$ cat src/rtl/mem_copy_engine.sv
// mem_copy_engine
//   Bus initiator that copies a block of 32-bit words from a source word
//   address to a destination word address over the data-memory interface.
//   Each word costs three cycles: READ (address out, read strobe), WAIT
//   (read data returns and is captured), WRITE (write strobe, data out).
//   Address arithmetic wraps modulo 2^ADDR_WIDTH. Copies always run forward.
//
// Optional feature macro: MEM_COPY_CHECKSUM_EN
//   When defined, adds a 32-bit running sum of every word written.
//
// Ports
//   clk, rst          system clock (rising edge), async active-high reset
//   start             single-cycle request, honoured only in IDLE
//   src_addr/dst_addr first source / destination word address
//   length            number of words to copy
//   busy              high from the cycle after accept through DONE
//   done              one-cycle completion pulse
//   words_done        words written in the current or last transfer
//   mem_addr/mem_wdata/mem_write_en/mem_read  memory request signals
//   mem_rdata         read data, valid the cycle after mem_read
//   checksum          (MEM_COPY_CHECKSUM_EN only) sum of written words
//
// state   | meaning
// S_IDLE  | waiting for start, no strobes
// S_READ  | mem_read high, address = src + idx
// S_WAIT  | read data returning, captured at end of cycle
// S_WRITE | mem_write_en high, address = dst + idx
// S_DONE  | done pulse, busy still high

module mem_copy_engine #(
  parameter int ADDR_WIDTH = 10
) (
  input  logic                  clk,
  input  logic                  rst,
  input  logic                  start,
  input  logic [ADDR_WIDTH-1:0] src_addr,
  input  logic [ADDR_WIDTH-1:0] dst_addr,
  input  logic [ADDR_WIDTH-1:0] length,
  output logic                  busy,
  output logic                  done,
  output logic [ADDR_WIDTH-1:0] words_done,
  output logic [ADDR_WIDTH-1:0] mem_addr,
  output logic [31:0]           mem_wdata,
  output logic                  mem_write_en,
  output logic                  mem_read,
  input  logic [31:0]           mem_rdata
`ifdef MEM_COPY_CHECKSUM_EN
  ,
  output logic [31:0]           checksum
`endif
);

  typedef enum logic [2:0] {
    S_IDLE  = 3'd0,
    S_READ  = 3'd1,
    S_WAIT  = 3'd2,
    S_WRITE = 3'd3,
    S_DONE  = 3'd4
  } state_t;

  state_t state, next_state;

  logic [ADDR_WIDTH-1:0] src_q;
  logic [ADDR_WIDTH-1:0] dst_q;
  logic [ADDR_WIDTH-1:0] len_q;
  logic [ADDR_WIDTH-1:0] idx;
  logic [ADDR_WIDTH-1:0] idx_next;
  logic [ADDR_WIDTH-1:0] rd_addr;
  logic [ADDR_WIDTH-1:0] wr_addr;
  logic [31:0]           data_q;

  assign idx_next = idx + 1'b1;
  assign rd_addr  = src_q + idx;
  assign wr_addr  = dst_q + idx;

  always_ff @(posedge clk or posedge rst) begin
    if (rst) state <= S_IDLE;
    else     state <= next_state;
  end

  // Strobes decode straight from the state register so an asynchronous
  // reset removes them in the same instant, with no pending edge.
  always_comb begin
    next_state   = state;
    busy         = 1'b0;
    done         = 1'b0;
    mem_read     = 1'b0;
    mem_write_en = 1'b0;
    mem_addr     = '0;
    mem_wdata    = '0;
    case (state)
      S_IDLE: begin
        if (start) next_state = (length != '0) ? S_READ : S_DONE;
      end
      S_READ: begin
        busy       = 1'b1;
        mem_read   = 1'b1;
        mem_addr   = rd_addr;
        next_state = S_WAIT;
      end
      S_WAIT: begin
        busy       = 1'b1;
        mem_addr   = rd_addr;
        next_state = S_WRITE;
      end
      S_WRITE: begin
        busy         = 1'b1;
        mem_write_en = 1'b1;
        mem_addr     = wr_addr;
        mem_wdata    = data_q;
        next_state   = (idx_next == len_q) ? S_DONE : S_READ;
      end
      S_DONE: begin
        busy       = 1'b1;
        done       = 1'b1;
        next_state = S_IDLE;
      end
      default: next_state = S_IDLE;
    endcase
  end

  always_ff @(posedge clk or posedge rst) begin
    if (rst) begin
      src_q      <= '0;
      dst_q      <= '0;
      len_q      <= '0;
      idx        <= '0;
      words_done <= '0;
      data_q     <= '0;
    end else begin
      case (state)
        S_IDLE: begin
          if (start) begin
            src_q      <= src_addr;
            dst_q      <= dst_addr;
            len_q      <= length;
            idx        <= '0;
            words_done <= '0;
          end
        end
        S_WAIT:  data_q <= mem_rdata;
        S_WRITE: begin
          idx        <= idx_next;
          words_done <= words_done + 1'b1;
        end
        default: ;
      endcase
    end
  end

`ifdef MEM_COPY_CHECKSUM_EN
  always_ff @(posedge clk or posedge rst) begin
    if (rst)                         checksum <= '0;
    else if (state == S_IDLE && start) checksum <= '0;
    else if (state == S_WRITE)       checksum <= checksum + data_q;
  end
`endif

endmodule

$ cat config.mk
export PLATFORM = sky130hd
export DESIGN_NAME = mem_copy_engine
export DESIGN_NICKNAME = d
export VERILOG_FILES = /design/src/rtl/mem_copy_engine.sv
export SDC_FILE = /design/constraint.sdc
export NUM_CORES = 1
export LEC_CHECK = 0
export BUFFER_PORTS_ARGS = -buffer_cell sky130_fd_sc_hd__buf_4
export CAP_MARGIN = 30
export CORE_MARGIN = 2
export CORE_UTILIZATION = 30
export CTS_BUF_LIST = sky130_fd_sc_hd__clkbuf_4 sky130_fd_sc_hd__clkbuf_8
export CTS_CLUSTER_SIZE = 10
export DETAILED_ROUTE_END_ITERATION = 8
export PLACE_DENSITY = 0.47
export SLEW_MARGIN = 20
export SYNTH_ARGS = -nofsm -noshare
export SYNTH_HDL_FRONTEND = slang
export SYNTH_SLANG_ARGS = --single-unit
$ cat constraint.sdc
create_clock -name clk -period 3.8 [get_ports clk]
set_clock_uncertainty 0.1 [all_clocks]
set_input_delay 0.19 -clock clk [delete_from_list [all_inputs] [get_ports clk]]
set_output_delay 0.19 -clock clk [all_outputs]
set_load 0.01 [all_outputs]
# After elaboration in Yosys (flattened, before gate mapping)
# Index checks and enable logic that the tools add are counted.
# word_totals
reg_bits	85
out_inout_bits	56
input_bits	65
wordCells	37
# op_classes
reduce_logical	7
n_addsub	4
muxes	13
n_eq_ne	6
# op_table
operator	n
10-bit case mux with 2 select lines	3
32-bit 2-to-1 mux	1
10-bit by 1-bit adder with 10-bit output (second input constant)	2
10-bit adder	2
3-bit case mux with 4 select lines	1
10-bit equality test	1
10-bit 2-to-1 mux	1
10-bit nonzero test	1
3-bit 2-to-1 mux	3
3-bit by 2-bit equality test with 1-bit output (second input constant)	2
1-bit 2-to-1 mux	4
2-bit AND reduction	2
4-bit OR reduction	1
3-bit by 1-bit equality test with 1-bit output (second input constant)	1
3-bit equality test (second input constant)	1
3-bit zero test	1
2-bit != test (second input constant)	1
2-bit nonzero test	1
2-bit OR reduction	1

# Logic depth before layout (Yosys ltp)
# logic_depth
word_depth	4
ltp_mapped	15
ltp_nobuf	12

# Least setup slack after synthesis
# No wires, ideal clock.
# synth_path
path_type	register to output
startpoint	register state[2]
endpoint	output mem_addr[8]
t_arrival_ns	2.835
path_buffers	3
path_slack_ns	0.675
path_stages_with_launch	16
cell_sequence	dfrtp_1 buf_6 and2b_2 nand2_2 inv_1 buf_2 buf_2 nand2_1 nand2_1 ha_1 fa_1 a21o_1 a21oi_1 o211ai_1 a21o_1 and3_1
# synth_via
elab_chain_cells	3
word_cells_on_any_way	5
# synth_rtl
item	line	rtl
start, declared	61	state_t state, next_state;
start signal, assigned	78	else state <= next_state;
3-bit by 2-bit equality test with 1-bit output or 3-bit by 1-bit equality test with 1-bit output (tied branches)	91	case (state)
2-bit OR reduction (no source line)	--	
10-bit case mux with 2 select lines (*)	91	
end, declared	42	output logic [ADDR_WIDTH-1:0] mem_addr,
# Every way passes the cells marked *; elsewhere a longest branch is shown, timed or not.

# Final worst setup path
# Ends and elaborated chain as after synthesis.

==> summary.txt <==
Run status
  • Status: finished, final reports clean

Timing
  • # setup viols final: 0
  • Max Fclk: 280 MHz
  • Part of the cycle the worst path needs: 94.0%
  • RSZ-0062 raised after global routing: false
  • Max Slew Vio Count: 0
  • Setup TNS: 0 ps
  • Slew headroom: 52.0%
  • Hold Vio Cnt, Final: 0
  • Measured slew at the worst slew-check pin: 716 ps
  • WHS: 134 ps
  • Final WS setup: 228 ps
  • Post-layout minimum cycle time: 3570 ps

Floorplan
  • Core area: 14600 µm²
  • Rows: 44
  • Number of I/O pins: 121
  • Die X: 127 µm
  • Die area: 16100 µm²
  • Die Ht: 127 µm
  • Initial Utilization: 31.0%

Pwr
  • Max IR drop VDD: 318 µV
  • Lkg Pwr: 3.14 nW
  • Total Power: 4.54 mW
  • Pwr Density: 702 nW/µm²

Placed design
  • DP Area: 5620 µm²
  • Pre-CTS setup slack: 390 ps
  • Final HPWL DP: 8520 µm
  • GP Congestion: 0.828
  • Port bufs: 120
  • Placed cells: 771

Clock network
  • Clk_lat worst skew: 380 ps
  • CTS buffer count: 9
  • H-tree lvl count: 3
  • CTS tree: yes
  • CTS root buffer: clkbuf_8
  • Clock-pin slew on the worst setup and hold paths: 90 ps
  • Clock tree sinks: 85
  • Clock buffer depth: 2

Yosys
  • Post-Syn Instances: 485
  • Post-synthesis compound-gate area fraction: 9.66%
  • List of most frequent post-synthesis cells: nand2_1, dfrtp_1, and2_1, o21ai_0, mux2_2
  • Most common cell in the synthesized netlist: nand2_1
  • Yosys warnings: 0
  • Async SR Flop Fraction: 100%
  • Area leader, netlist: dfrtp_1
  • Largest family of logic cells by synthesized area: simple AND/OR/NAND/NOR gates
  • Synth Area in Adders: 3.48%
  • Library cells used by synthesis: 49
  • Synth area leaders: dfrtp_1, nand2_1, mux2_2
  • Syn nets: 562
  • EDFF count, synth: 0
  • Yosys reg bits: 85
  • Avg Cell Area, Syn: 9.35 µm²
  • Register area share after synthesis: 46.9%
  • Top-area cell type share of the netlist area: 46.9%
  • Mux contribution to synthesized area: 8.61%
  • Post-synthesis xor/xnor area fraction: 3.97%
  • Top FF cell, synth: dfrtp_1
  • Mapped cell area: 4530 µm²
  • Post-Synth Simple-Gate Area: 24.3%

Global route
  • Gr usage total: 15.9%
  • Vias in the first global route: 4200
  • GRT Residual Overflow: 0
  • First-pass GRT wire length: 20400 µm
  • Largest net degree at the start of global routing: 47
  • Antenna violations before repair: 0

Critical path
  • Worst path required time: 3510 ps
  • Startpoint Class: register
  • Critical path endpoint category: output port
  • Setup Crit Path Kind: register to output port
  • R2r worst-path depth: 9
  • Crit-path max FO: 12
  • Worst Path Arrival: 3280 ps

Final layout
  • Final std cells w/o fill: 852
  • N_diodes: 0
  • Core Util, Final: 44.2%
  • Fraction of layout cells with a size suffix above 1: 29.2%
  • Final nets: 740
  • Final instance area: 6470 µm²
  • Fillers: 1437
  • Layout area overhead: 42.7%

Detailed routing
  • Vias per inst: 4.71
  • Routed WL: 12300 µm
  • DR vias: 4013
  • DRC: 0
  • ANT nets after route: 0
  • TritonRoute pass-1 iters: 4
  • WL per Instance: 14.5 µm
  • First-iteration detailed-routing DRC count: 144

Worst hold path
  • Worst min path class: primary input to register
  • Worst hold stages: 4

Job
  • Max-cap violations: 0
[final cells by class]
class	instances	area [µm²]	area share (%)
Multi-Input combinational cell	370	2290	35.4
Sequential cell	85	2130	32.9
Timing Repair Buffer	191	1600	24.8
Tap cell	184	230	3.56
Clock buffer	11	151	2.34
Clock inverter	5	33.8	0.522
Inverter	6	27.5	0.426
[flip-flops by register name, indices dropped and copies added (netlist names)]
| name | flops |
|---|---|
| data_q | 32 |
| dst_q | 10 |
| idx | 10 |
| len_q | 10 |
| src_q | 10 |
| state | 3 |
| words_done | 10 |
[power breakdown]
part / switching [mW] / total (mW) / internal [mW]
logic: 1.18 / 2.35 / 1.17
clock network: 0.356 / 0.630 / 0.273
registers: 0.275 / 1.56 / 1.28
[worst max-delay path: stages, from the launching register on]
cell and delay, ps:
dfrtp_2 480, and2b_2 280, nand2_4 150, clkinvlp_4 150, nand2_1 90, nand2_1 50, ha_1 230, fa_1 430
a21o_1 210, a21oi_2 200, o211ai_1 140, a21o_1 170, and3_1 170, buf_4 140
[repair_timing]
item,4_1_cts,5_1_grt
gates resized for setup,1,4
endpoints found under the setup margin,1,2
hold buffers,63,0
setup buffers,0,2
hold endpoints to repair,80,0
[layout by cell type, fill, tap and decap left out, drive strengths merged, types with 4 or more instances in the layout]
master,netlist,final
xor2,7,7
and3,6,6
o31ai,4,4
nor3,6,6
nor2,19,19
dfrtp,85,85
mux2,32,32
dlygate4sd3,0,63
nand2,136,136
ha,11,11
nand4,6,6
and2,38,38
o21ai,33,33
or2,5,5
a21o,4,4
inv,6,5
a21oi,9,9
buf,12,128
xnor2,11,11
clkbuf,12,11
nand3,8,8
[final timing paths]
| kind | from | endpoint | slack, ps |
|---|---|---|---|
| worst max register to register | state[2] | words_done[9] | 1440 |
| min in group asynchronous | rst | data_q[19] | 240 |
| worst max-delay path | state[2] | mem_addr[8] | 230 |
| worst min register to register | src_q[9] | src_q[9] | 380 |
| max in group asynchronous | rst | state[2] | 2590 |
| worst min-delay path | start | dst_q[9] | 130 |
[per-layer routing]
metal	vias up	global-route usage, %	share of wire (%)
met5	-	0	0
li1	1991	-	-
met4	0	7.18	2.4
met3	16	4.77	6.1
met2	110	25.4	46
met1	1896	19.8	45
[cells by family (layout without fill, tap and decap cells)]
logic type / Yosys count / count (layout)
adder cells (fa/ha/maj): 12 / 12
AND/OR/NAND/NOR: 235 / 235
XOR/XNOR: 19 / 19
flip-flops: 85 / 85
AO/OA/AOI/OAI: 69 / 69
multiplexers: 35 / 35
buffers and inverters: 30 / 213
Power figures use the tool's default switching activity.
